--- config.mk ---
export PLATFORM = sky130hd
export DESIGN_NAME = fifo_sync_param
export DESIGN_NICKNAME = d
export VERILOG_FILES = /design/src/rtl/fifo_pkg.sv /design/src/rtl/fifo_sync_param_ns.sv /design/src/rtl/fifo_sync_param.sv
export SDC_FILE = /design/constraint.sdc
export NUM_CORES = 1
export LEC_CHECK = 0
export BUFFER_PORTS_ARGS = -buffer_cell sky130_fd_sc_hd__buf_4
export CAP_MARGIN = 20
export CORE_MARGIN = 3
export CORE_UTILIZATION = 35
export DETAILED_ROUTE_END_ITERATION = 7
export GPL_TIMING_DRIVEN = 0
export PLACE_DENSITY = 0.55
export SLEW_MARGIN = 20
export SYNTH_ARGS = -nofsm -noshare
export SYNTH_HDL_FRONTEND = slang
export SYNTH_SLANG_ARGS = --single-unit
export TNS_END_PERCENT = 20
--- constraint.sdc ---
create_clock -name clk -period 4.4 [get_ports clk]
set_input_delay 0.22 -clock clk [delete_from_list [all_inputs] [get_ports clk]]
set_output_delay 0.22 -clock clk [all_outputs]
set_load 0.005 [all_outputs]
--- src/rtl/fifo_pkg.sv ---
// Shared definitions for the parametrised synchronous FIFO: status FSM
// encodings and the state register width.
package fifo_pkg;

    localparam int STATE_W = 3;

    // Status FSM encodings; the state records the operation done at the last edge.
    typedef enum logic [STATE_W-1:0] {
        ST_INIT     = 3'd0,
        ST_WRITE    = 3'd1,
        ST_READ     = 3'd2,
        ST_WR_ERROR = 3'd3,
        ST_RD_ERROR = 3'd4,
        ST_NO_OP    = 3'd5,
        ST_WR_RD    = 3'd6
    } state_t;

endpackage : fifo_pkg

--- src/rtl/fifo_sync_param_ns.sv ---
// Combinational accept logic and status FSM next-state decode.
// Accept decisions use the pre-edge full/empty flags.
module fifo_sync_param_ns
    import fifo_pkg::*;
(
    input  logic               wr_en,
    input  logic               rd_en,
    input  logic               full,
    input  logic               empty,
    input  logic [STATE_W-1:0] state,
    output state_t             next_state,
    output logic               wr_ok,
    output logic               rd_ok
);

    logic state_legal;

    // Accept rules and prioritised next-state selection.
    always_comb begin
        // A full FIFO can still take a write when a real read frees a slot
        // in the same cycle; reads never bypass a concurrent write.
        wr_ok       = wr_en && (!full || (rd_en && !empty));
        rd_ok       = rd_en && !empty;
        state_legal = (state <= STATE_W'(ST_WR_RD));
        next_state  = ST_NO_OP;
        if (!state_legal) begin
            // The one unused encoding falls back to an idle report.
            next_state = ST_NO_OP;
        end else if (wr_ok && rd_ok) begin
            next_state = ST_WR_RD;
        end else if (wr_en && !wr_ok) begin
            next_state = ST_WR_ERROR;
        end else if (rd_en && !rd_ok) begin
            next_state = ST_RD_ERROR;
        end else if (wr_ok) begin
            next_state = ST_WRITE;
        end else if (rd_ok) begin
            next_state = ST_READ;
        end
    end

endmodule : fifo_sync_param_ns

--- src/rtl/fifo_sync_param.sv ---
// Single-clock FIFO with arbitrary depth, simultaneous read/write,
// programmable almost flags, per-edge ack/err pulses and a status FSM.
module fifo_sync_param
    import fifo_pkg::*;
#(
    parameter  int DATA_WIDTH = 32,
    parameter  int DEPTH      = 8,
    parameter  int AF_LEVEL   = DEPTH - 1,
    parameter  int AE_LEVEL   = 1,
    localparam int CNT_W      = $clog2(DEPTH + 1),
    localparam int PTR_W      = $clog2(DEPTH)
) (
    input  logic                  clk,
    input  logic                  reset,
    input  logic                  wr_en,
    input  logic                  rd_en,
    input  logic [DATA_WIDTH-1:0] din,
    output logic [DATA_WIDTH-1:0] dout,
    output logic [CNT_W-1:0]      data_count,
    output logic                  full,
    output logic                  empty,
    output logic                  almost_full,
    output logic                  almost_empty,
    output logic                  wr_ack,
    output logic                  wr_err,
    output logic                  rd_ack,
    output logic                  rd_err,
    output logic [STATE_W-1:0]    state
);

    logic [DATA_WIDTH-1:0] mem [DEPTH];
    logic [DATA_WIDTH-1:0] dout_reg;
    logic [PTR_W-1:0]      wr_ptr_reg, wr_ptr_next;
    logic [PTR_W-1:0]      rd_ptr_reg, rd_ptr_next;
    logic [CNT_W-1:0]      count_reg, count_next;
    logic                  wr_ack_reg, wr_err_reg, rd_ack_reg, rd_err_reg;
    state_t                state_reg, state_next;
    logic                  wr_ok, rd_ok;

    fifo_sync_param_ns u_ns (
        .wr_en      (wr_en),
        .rd_en      (rd_en),
        .full       (full),
        .empty      (empty),
        .state      (state_reg),
        .next_state (state_next),
        .wr_ok      (wr_ok),
        .rd_ok      (rd_ok)
    );

    // Pointer wrap is an explicit compare so non-power-of-2 depths work.
    always_comb begin
        wr_ptr_next = wr_ptr_reg;
        rd_ptr_next = rd_ptr_reg;
        if (wr_ok) begin
            wr_ptr_next = (wr_ptr_reg == PTR_W'(DEPTH - 1)) ? '0 : wr_ptr_reg + PTR_W'(1);
        end
        if (rd_ok) begin
            rd_ptr_next = (rd_ptr_reg == PTR_W'(DEPTH - 1)) ? '0 : rd_ptr_reg + PTR_W'(1);
        end
    end

    // Occupancy moves only when exactly one side of the transfer happens.
    always_comb begin
        count_next = count_reg;
        if (wr_ok && !rd_ok) begin
            count_next = count_reg + CNT_W'(1);
        end else if (rd_ok && !wr_ok) begin
            count_next = count_reg - CNT_W'(1);
        end
    end

    // Storage array: no reset so it maps onto block RAM.
    always_ff @(posedge clk) begin
        if (wr_ok && !reset) begin
            mem[wr_ptr_reg] <= din;
        end
    end

    // Registered read port; dout holds when no read is accepted.
    always_ff @(posedge clk) begin
        if (reset) begin
            dout_reg <= '0;
        end else if (rd_ok) begin
            dout_reg <= mem[rd_ptr_reg];
        end
    end

    // Pointers, count, status FSM and the one-cycle ack/err pulses.
    always_ff @(posedge clk) begin
        if (reset) begin
            wr_ptr_reg <= '0;
            rd_ptr_reg <= '0;
            count_reg  <= '0;
            state_reg  <= ST_INIT;
            wr_ack_reg <= 1'b0;
            wr_err_reg <= 1'b0;
            rd_ack_reg <= 1'b0;
            rd_err_reg <= 1'b0;
        end else begin
            wr_ptr_reg <= wr_ptr_next;
            rd_ptr_reg <= rd_ptr_next;
            count_reg  <= count_next;
            state_reg  <= state_next;
            wr_ack_reg <= wr_ok;
            wr_err_reg <= wr_en && !wr_ok;
            rd_ack_reg <= rd_ok;
            rd_err_reg <= rd_en && !rd_ok;
        end
    end

    assign dout         = dout_reg;
    assign data_count   = count_reg;
    assign full         = (count_reg == CNT_W'(DEPTH));
    assign empty        = (count_reg == '0);
    assign almost_full  = (count_reg >= CNT_W'(AF_LEVEL));
    assign almost_empty = (count_reg <= CNT_W'(AE_LEVEL));
    assign wr_ack       = wr_ack_reg;
    assign wr_err       = wr_err_reg;
    assign rd_ack       = rd_ack_reg;
    assign rd_err       = rd_err_reg;
    assign state        = state_reg;

endmodule : fifo_sync_param

# Yosys cells after proc, flatten, opt, wreduce, memory -nomap -nowiden
# Memory sizes are Yosys's and may differ from the RTL's. A register that Yosys moved wholly into a read port is not among the register bits.
# Index checks and enable logic that the tools add are counted.
[totals] regBits=17 latchBits=0 ramBits=256 romBits=0 input_bits=36 output_inout_bits=47 elab_cells=50 memories=1
[op_classes] n_addsub=4 n_mul=0 n_div=0 n_lt_le_gt_ge=3 eq_ne=3 n_shift=0 muxes=12 n_bitwise=1 reduce_logical=17
[memory_table] name="mem" depth=8 word_bits=32 read_ports=1 rd_ports_with_merged_regs=1 write_ports=1 line="fifo_sync_param.sv:31" source="logic [DATA_WIDTH-1:0] mem [DEPTH];"
[ops] op="two-way mux 3 bit" count=8
[ops] op="logical AND 1 bit" count=8
[ops] op="two-way mux 4 bit" count=2
[ops] op="adder 3 x 1 -> 3 bit, second input constant" count=2
[ops] op="== test 3 bit, second input constant" count=2
[ops] op="logical NOT 1 bit" count=5
[ops] op="adder 4 x 1 -> 4 bit, second input constant" count=1
[ops] op="== test 4 bit, second input constant" count=1
[ops] op="greater-or-equal comparator 4 x 3 -> 1 bit, second input constant" count=1
[ops] op="<= comparator 4 x 1 -> 1 bit, second input constant" count=1
[ops] op="logical NOT 4 bit" count=1
[ops] op="subtractor 4 x 1 -> 4 bit, second input constant" count=1
[ops] op="<= comparator 3 bit, second input constant" count=1
[ops] op="two-way mux 1 bit" count=2
[ops] op="nonzero test 2 bit" count=1
[ops] op="OR reduction 2 bit" count=1
[ops] op="logical OR 1 bit" count=1
[ops] op="NOT 1 bit" count=1

# Depth between registers and ports, before layout
# Gate-level depths: netlist of the first run.
[logic_depth] ltp_word=10 ltp_mapped=9 depth_no_buf=6

# Modules after synthesis
# From an unflattened synthesis of the first run, not the netlist that was laid out.
[hier_totals] cells_unflattened=645 hier_area_um2=11556.1
[modules_own_cells] module="fifo_sync_param" instances=1 cells_each=634 area_each_um2=11479.8 seq_area_each_um2=8668.3
[modules_own_cells] module="fifo_sync_param_ns" instances=1 cells_each=11 area_each_um2=76.3 seq_area_each_um2=0.0

# Least setup slack after synthesis of the first run
# No wires, ideal clock.
[synth_path] kind="register to register" start="register count_reg[0] (netlist: data_count[0])" end="memory mem[0][0] (enable)" setup_time_ps=461 arrival_time_ps=3653 required_ps=3939 slack_ps=286 stages_incl_launch_ff=8 n_path_buf=1 period_less_slack_ps=4114 path_cell_list="dfxtp_1 > inv_1 > ha_1 > nand2b_1 > buf_6 > o31ai_4 > or3_1 > nor3_1"
[synth_between] elab_chain_cells=8 word_cells_on_any_way=10 cone_classes="eq/ne: 1; mux: 2; reduce/logical: 7"
[synth_lines] item="start: declaration" line="fifo_sync_param.sv:35" source="logic [CNT_W-1:0] count_reg, count_next;"
[synth_lines] item="start signal: assignment" line="fifo_sync_param.sv:103" source="count_reg <= count_next;"
[synth_lines] item="logical NOT 4 bit" line="fifo_sync_param.sv:115" source="assign empty = (count_reg == '0);"
[synth_lines] item="logical NOT 1 bit" line="fifo_sync_param_ns.sv:22" source="wr_ok = wr_en && (!full || (rd_en && !empty));"
[synth_lines] item="logical AND 1 bit" line="fifo_sync_param_ns.sv:22"
[synth_lines] item="logical OR 1 bit (*)" line="fifo_sync_param_ns.sv:22"
[synth_lines] item="logical AND 1 bit (*)" line="fifo_sync_param_ns.sv:22"
[synth_lines] item="logical AND 1 bit (*)" line="fifo_sync_param.sv:75" source="if (wr_ok && !reset) begin"
[synth_lines] item="two-way mux 1 bit (*)" line="fifo_sync_param.sv:75"
[synth_lines] item="two-way mux 1 bit (not written as such) (*)" line="fifo_sync_param.sv:76" source="mem[wr_ptr_reg] <= din;"
[synth_lines] item="end: declaration" line="fifo_sync_param.sv:31"
# Every way passes the cells marked *; elsewhere a longest branch is shown, timed or not.

# Worst setup path after layout of the first run
[layout_path] start="register count_reg[1] (netlist: data_count[1])" end="memory mem[0][0] (enable)"
# The elaborated chain is that of the path after synthesis.

==> impl.org, run 1 <==
** Outcome
- The flow ran to the end, and the final reports show no timing, DRC or antenna violations.

** Place
- Quantity of I/O buffers inserted on ports :: 81
- The congestion estimate from routability-driven global placement came to 0.7191.
- The number of placed instances, taps included, is 1274.
- At the placement stage, the worst setup path has a slack of 1.229 ns.
- After legalization and detailed placement, the total HPWL measured 17480 um.

** Clock network
- The clock passes through at most 3 buffers.
- Hold-fix buffers, CTS :: 32
- The cell sitting at the root of the clock tree is a sky130_fd_sc_hd__clkbuf_16.
- CTS tree :: built
- Setup repair bufs after CTS :: 0
- Clock slew seen by the registers of the worst setup and hold paths :: 0.06 ns
- The number of gates resized after CTS was 0.
- Number of CTS-inserted buffers :: 31
- H-tree depth :: 1
- At the later pin of the worst-skew pair, clock insertion delay measures 0.55 ns.
- Clock sink count :: 305

** Worst setup path
- Path type of the worst setup path :: reg -> reg
- Endpoint kind of the worst setup timing path :: flip-flop
- Data on the critical path is required at its endpoint by 4.66 ns.
- In this run the worst path has a maximum fanout of 10.
- Register-to-Register Path Depth :: 9
- STA classifies the critical path startpoint as a flip-flop.
- Arrival time reported for the critical path endpoint :: 3.39 ns

** Timing
- Setup repair after global routing left no endpoint under its margin.
- Clock skew after layout :: 0.01732 ns
- Across all hold checks on the routed design, the worst slack comes to 0.05315 ns.
- Min Clock Period, post-route :: 3.132 ns
- Smallest setup slack after layout :: 1.268 ns
- At the pin with the least slew margin, the transition time is 0.8079 ns.
- In the final timing run, aggregate negative setup slack is 0 ns.
- Share of the cycle needed by the critical path after routing :: 71.19%
- The worst pin sits at a relative slew slack of 46.14%.
- The final-report hold violation count was 0.
- Maximum achievable frequency :: 319.3 MHz
- Setup violations remaining at the end of the flow were counted as 0.
- The number of slew-limit violations in the final report is 0.

** Synthesis
- Yosys mapped a number of flops with a built-in enable equal to 256.
- Area share of the largest cell type after synthesis :: 65.86%
- Yosys instantiated no cell more often than sky130_fd_sc_hd__edfxtp_1.
- The synthesized netlist contains 42 unique library cells.
- Synthesis handed over a netlist of 735 instances.
- Commonest cells post-synth :: sky130_fd_sc_hd__edfxtp_1 (256), sky130_fd_sc_hd__mux2i_1 (131), sky130_fd_sc_hd__nor3_1 (64), sky130_fd_sc_hd__o22ai_1 (64)
- Async set or reset register ratio after synthesis :: 0%
- Cell accounting for the most synthesized area :: sky130_fd_sc_hd__edfxtp_1
- Area contributors post-synth :: sky130_fd_sc_hd__edfxtp_1 (66%), sky130_fd_sc_hd__mux2i_1 (11%), sky130_fd_sc_hd__dfxtp_1 (8.4%), sky130_fd_sc_hd__o22ai_1 (3.4%), sky130_fd_sc_hd__nor3_1 (2.7%)
- Counting every net in the synthesized netlist gives 778.
- Each instance of the synthesized netlist takes up on average 15.88 um^2.
- During synthesis, Yosys emitted a total of 0 warnings.
- In this run, synthesis produced a sequential element count of 305.
- The mapped netlist covers 11670 um^2.
- Predominant post-synthesis flop cell :: sky130_fd_sc_hd__edfxtp_1
- Sequential elements use 74.26% of the synthesized area.

** Detailed routing
- Post-detailed-route count of antenna-violating nets :: 0
- Average detailed-routed wire length per instance :: 20.02 um
- Number of search-and-repair iterations in the first detailed-routing pass :: 6
- DR vias :: 6721
- Final wirelength :: 27310 um
- Post-detailed-route via-to-cell ratio :: 4.927
- For this run, design rule violations remaining after detail routing come to 0.
- In this run, the number of DRC markers left after iteration 0 of detailed routing was 411.

** Layout
- Number of flip-flops under the largest register name :: 256
- After filler insertion, the fill cell instance count of the layout stands at 2936.
- The area growth from synthesis to layout is 24.31%.
- In the final layout, the share of cells above drive strength 1 is 20.17%.
- Nets :: 940
- Reg area :: 8668 um^2
- The multi-input combinational cells in the finished layout cover a total of 2800 um^2.
- The number of antenna diodes in the final layout is 0.
- The finished layout holds 1364 standard cells, fillers aside.

** Global routing
- The number of antenna violations at the first check in global routing was 1.
- GRT Util Overall :: 15.32%
- For this run the aggregate overflow at the end of global routing stands at 0.
- The first global-routing pass estimated 41680 um of wire.
- Vias in the first global route :: 6948
- Pin count of the biggest net entering global routing :: 20

** Power
- The worst-case IR drop observed on VDD is 321.5 uV.
- PD cells :: 459.5 nW/um^2
- Leak :: 4.729 nW

** Floorplanning
- Total I/O pin count :: 83
- The core region is 32700 um^2.
- In this run the vertical extent of the chip is 188.6 um.
- Die Width :: 188.6 um
- The floorplan has 66 rows.
- Effective utilization at floorplan :: 35.69%
- The floorplan step defined a die boundary enclosing 35580 um^2.

** Job
- Max cap viols :: 0

** Worst hold path
- Hold path depth :: 3
- Kind of path behind the tightest hold check :: in -> reg
[final cells by class]
type                            instances  share of cell area, %
Multi-Input combinational cell        381                  19.30
Clock buffer                           43                  6.071
Clock inverter                         15                 0.7157
Sequential cell                       305                  59.74
Inverter                                4                 0.1035
Tap cell                              442                  3.811
Timing Repair Buffer                  129                  8.571
Buffer                                 45                  1.690
[placed cells by master, fill, tap and decap left out, types with 3 or more instances in the layout]
cell / n
sky130_fd_sc_hd__buf_8: 3
sky130_fd_sc_hd__buf_2: 7
sky130_fd_sc_hd__nor2_4: 6
sky130_fd_sc_hd__buf_4: 101
sky130_fd_sc_hd__o22ai_1: 64
sky130_fd_sc_hd__buf_16: 8
sky130_fd_sc_hd__clkbuf_1: 26
sky130_fd_sc_hd__clkbuf_16: 31
sky130_fd_sc_hd__clkinv_1: 4
sky130_fd_sc_hd__nor3_1: 63
sky130_fd_sc_hd__clkbuf_8: 6
sky130_fd_sc_hd__nand2_1: 11
sky130_fd_sc_hd__a21oi_1: 9
sky130_fd_sc_hd__nand2b_1: 6
sky130_fd_sc_hd__nor2_1: 43
sky130_fd_sc_hd__edfxtp_1: 256
sky130_fd_sc_hd__clkinv_2: 7
sky130_fd_sc_hd__dfxtp_1: 49
sky130_fd_sc_hd__ha_1: 7
sky130_fd_sc_hd__nor3_2: 5
sky130_fd_sc_hd__mux2i_1: 131
sky130_fd_sc_hd__o21ai_0: 3
sky130_fd_sc_hd__dlygate4sd3_1: 32
sky130_fd_sc_hd__inv_1: 3
sky130_fd_sc_hd__nand3_1: 3
sky130_fd_sc_hd__or3_1: 3
[report_power, final]
| group | internal [mW] | switching (mW) | total (mW) |
|---|---|---|---|
| clock | 1.45 | 1.06 | 2.51 |
| sequential | 3.24 | 0.0584 | 3.30 |
| combinational | 0.374 | 0.487 | 0.861 |
| total | 5.07 | 1.60 | 6.67 |
[path summary, 6_finish.rpt]
path            startpoint         to  slack, ns
min reg2reg       dout[29]   dout[29]       0.49
min                  rd_en     wr_ack       0.05
max reg2reg  data_count[1]  mem[0][0]       1.27
max          data_count[1]  mem[0][0]       1.27
[worst max-delay path, stage by stage (launching register included)]
cell and delay, ns:
sky130_fd_sc_hd__dfxtp_1 0.45, sky130_fd_sc_hd__inv_1 0.12, sky130_fd_sc_hd__ha_1 0.28, sky130_fd_sc_hd__nand2b_1 0.12, sky130_fd_sc_hd__buf_6 0.16, sky130_fd_sc_hd__o31ai_4 0.10, sky130_fd_sc_hd__or3_1 0.49, sky130_fd_sc_hd__nor3_2 0.59
sky130_fd_sc_hd__buf_4 0.32, sky130_fd_sc_hd__buf_4 0.21
[metrics by stage]
step	instance area, um^2	utilization, %	power (mW)
floorplan	11670	-	3.825
global placement	12830	39.24	4.194
detailed placement	13210	40.38	4.216
CTS	14510	44.37	6.754
global route	14510	44.37	6.955
finish	14510	44.37	6.668
[per-layer routing]
layer  GRT usage [%]  up-vias  wire length [um]
li1                -     3177                 -
met1           21.68     3361             12690
met2           25.45      146             12990
met3           2.084       35              1150
met4           3.180        2               465
met5               0        -                13
[kinds of logic (layout without fill, tap and decap cells)]
| group | Yosys count | in the layout | synth area share [%] |
|---|---|---|---|
| XOR/XNOR | 1 | 1 | 0.07505 |
| buffers and inverters | 49 | 236 | 2.230 |
| AND/OR/NAND/NOR | 153 | 153 | 6.496 |
| AO/OA/AOI/OAI | 89 | 89 | 4.952 |
| multiplexers | 131 | 131 | 11.23 |
| flip-flops | 305 | 305 | 74.26 |
| adder cells (fa/ha/maj) | 7 | 7 | 0.7503 |
Note: power is estimated with default switching activity, not from simulation.
==> inputs of run 2 (changes only) <==
--- a/config.mk
+++ b/config.mk
@@ -11,7 +11,7 @@
 export CORE_UTILIZATION = 35
 export DETAILED_ROUTE_END_ITERATION = 7
 export GPL_TIMING_DRIVEN = 0
-export PLACE_DENSITY = 0.55
+export PLACE_DENSITY = 0.53
 export SLEW_MARGIN = 20
 export SYNTH_ARGS = -nofsm -noshare
 export SYNTH_HDL_FRONTEND = slang
==> constraint.sdc (replaced) <==
create_clock -name clk -period 3 [get_ports clk]
set_input_delay 0.15 -clock clk [delete_from_list [all_inputs] [get_ports clk]]
set_output_delay 0.15 -clock clk [all_outputs]
set_load 0.005 [all_outputs]
==> impl.org, run 2 (synthesis results as in run 1) <==
** Outcome
- Run status :: finished clean

** Timing
- Total negative slack :: 0 ns (unchanged)
- The measured slew at the worst slew-check pin was 0.8063 ns (-0.001673 ns).
- The number of slew-limit violations in the final report came to 0 (unchanged).
- The minimum hold slack came to 0.03363 ns (-0.01952 ns).
- The fraction of the cycle the final worst path needs is 90.98% (+20 points).
- Maximum achievable frequency :: 366.4 MHz (+15%)
- Hold violation count in the final report :: 0 (unchanged)
- The worst setup slack after layout was 0.2706 ns (-0.9972 ns).
- Relative max-transition margin :: 46.25% (+0.11 points)
- Setup repair after global routing left no endpoint under its margin.
- Clock skew after layout :: 0.01479 ns (-0.002535 ns)
- Finish-stage setup viols :: 0 (unchanged)
- The time the final worst path needs with I/O delays and setup is 2.729 ns (-0.4028 ns).

** Layout
- The fraction of final layout cells sized beyond drive strength 1 came to 20.32% (+0.15 points).
- Antenna diode count :: 0 (unchanged)
- In the layout the commonest cells are sky130_fd_sc_hd__edfxtp_1 (256), sky130_fd_sc_hd__mux2i_1 (131), sky130_fd_sc_hd__buf_4 (103).
- The number of nets in the finished design came to 948 (+0.85%).
- The area growth from synthesis to layout is 25.18%.
- Number of flip-flops under the largest register name :: 256 (unchanged)
- Leaving out fill and tap cells, the most frequent cell in the layout is sky130_fd_sc_hd__edfxtp_1.

** Power
- The fraction of power spent switching nets was 23.93% (-0.10 points).
- The sequential share of power was 48.3% (-1.2 points).
- The total power is 10.03 mW (+50%).
- The switching power total was 2.400 mW (+50%).
- The worst voltage drop across the vdd grid came to 406.4 uV (+26%).
- The internal power consumption is 7.631 mW (+51%).
- Leak :: 4.773 nW (+0.94%)
- PD cells :: 686.5 nW/um^2 (+49%)
- The clock network power share was 39.1% (+1.5 points).
- The combinational group share of total power was 12.6% (-0.3 points).

** Floorplanning
- The standard cell core area was 32700 um^2 (unchanged).
- The total number of placement rows came to 66 (unchanged).
- The horizontal die dimension came to 188.6 um (unchanged).
- Floorplan die area :: 35580 um^2 (unchanged)
- The number of I/O pins was 83 (unchanged).
- Die Ht :: 188.6 um (unchanged)
- Effective utilization at floorplan :: 35.69% (unchanged)

** Detailed routing
- The violation count after the first detailed-routing iteration was 468 (+14%).
- The via density per instance is 4.923 (about the same).
- Final wirelength :: 27220 um (-0.31%)
- DRC violation count after routing :: 0 (unchanged)
- Average detailed-routed wire length per instance :: 19.84 um (-0.89%)
- Post-detailed-route count of antenna-violating nets :: 0 (unchanged)
- Number of search-and-repair iterations in the first detailed-routing pass :: 5 (-1)
- DR vias :: 6755 (+0.51%)

** Place
- The final HPWL from detailed placement is 17080 um (-2.3%).
- The count of input and output buffers is 81 (unchanged).
- The worst slack at placement is -0.07095 ns (-1.300 ns).
- Gp weighted congestion :: 0.7251 (+0.83%)

** Job
- The max-capacitance violation count came to 0 (unchanged).

** Worst hold path
- The worst hold path belongs to the class in -> reg.

** Global routing
- Pin count of the biggest net entering global routing :: 20 (unchanged)
- Global-route wire length before repair :: 41360 um (-0.76%)
- The total global routing overflow came to 0 (unchanged).
- GRT Util Overall :: 15.28% (-0.047 points)
- Vias in the first global route :: 6716 (-3.3%)
- Initial antenna violation count :: 1 (unchanged)

** Clock network
- The clock buffer count from CTS is 35 (+13%).
- Clock insertion delay at the later pin of the skew report :: 0.50 ns (-0.05 ns)
- The root buffer cell chosen for the clock tree is sky130_fd_sc_hd__clkbuf_16.
- H-tree depth :: 2 (+1)
- The number of clock sinks was 305 (unchanged).
- The number of buffers on the longest clock path came to 3 (unchanged).
- Clock slew seen by the registers of the worst setup and hold paths :: 0.05 ns (about the same)
- TritonCTS built the clock tree.

** Worst setup path
- Launching element type of the critical path :: flip-flop
- Arrival time reported for the critical path endpoint :: 2.92 ns (-0.47 ns)
- STA classifies the critical path endpoint as a flip-flop.
- The endpoint required time on the critical path came to 3.19 ns (-1.47 ns).
- Path type of the worst setup path :: reg -> reg
- Crit-path max FO :: 17 (+7)
run 2: area by class of cell:
type / instances / area (um^2)
fill: 2955 / 18090
sequential: 305 / 8671
multi-input combinational: 381 / 2811
timing repair buffer: 133 / 1266
clock buffer: 52 / 969.7
tap: 442 / 553.0
buffer: 45 / 245.2
clock inverter: 10 / 80.08
inverter: 4 / 15.01
run 2: power groups by stage:
| stage | clock (mW) | combinational (mW) | sequential, mW |
|---|---|---|---|
| floorplan | 0 | 0.678 | 4.93 |
| global placement | 0 | 1.21 | 4.93 |
| detailed placement | 0 | 1.25 | 4.93 |
| CTS | 4.01 | 1.29 | 4.84 |
| global route | 4.21 | 1.40 | 4.86 |
| finish | 3.92 | 1.27 | 4.84 |
run 2: final timing paths:
| path | startpoint | endpoint | slack (ns) | cells past startpoint |
|---|---|---|---|---|
| hold reg to reg | dout[28] | dout[28] | 0.49 | 2 |
| setup / recovery | data_count[1] | mem[2][25] | 0.27 | 8 |
| hold / removal | rd_en | wr_ack | 0.03 | 3 |
| setup reg to reg | data_count[1] | mem[2][25] | 0.27 | 8 |
run 2: stage by stage:
step	area (um^2)	cells	util [%]
CTS	14550	1368	44.51
global route	14610	1372	44.68
floorplan	11680	735	-
global placement	12840	1258	39.26
detailed placement	13150	1270	40.21
finish	14610	1372	44.68
run 2: layer usage:
| metal | GRT usage, % | vias up | wire length (um) |
|---|---|---|---|
| met5 | 0 | - | 13 |
| met4 | 4.154 | 2 | 498 |
| met3 | 2.772 | 36 | 1195 |
| met2 | 24.65 | 153 | 12840 |
| met1 | 21.38 | 3373 | 12670 |
| li1 | - | 3191 | - |
run 2: repair_timing:
item | CTS | global route
endpoints found under the setup margin | 39 | 50
gates resized for setup | 1 | 2
buffers inserted | 4 | 4
hold buffers | 32 | 0
pin swaps | 2 | 2
hold endpoints to repair | 256 | 0
run 2: critical path, cell delays in order (launching register included):
cell and delay (ns):
sky130_fd_sc_hd__dfxtp_2 0.38, sky130_fd_sc_hd__inv_1 0.09, sky130_fd_sc_hd__ha_1 0.27, sky130_fd_sc_hd__nand2b_1 0.12
sky130_fd_sc_hd__buf_6 0.15, sky130_fd_sc_hd__o31ai_4 0.10, sky130_fd_sc_hd__or3_4 0.42, sky130_fd_sc_hd__nor2_4 0.61
sky130_fd_sc_hd__buf_16 0.24
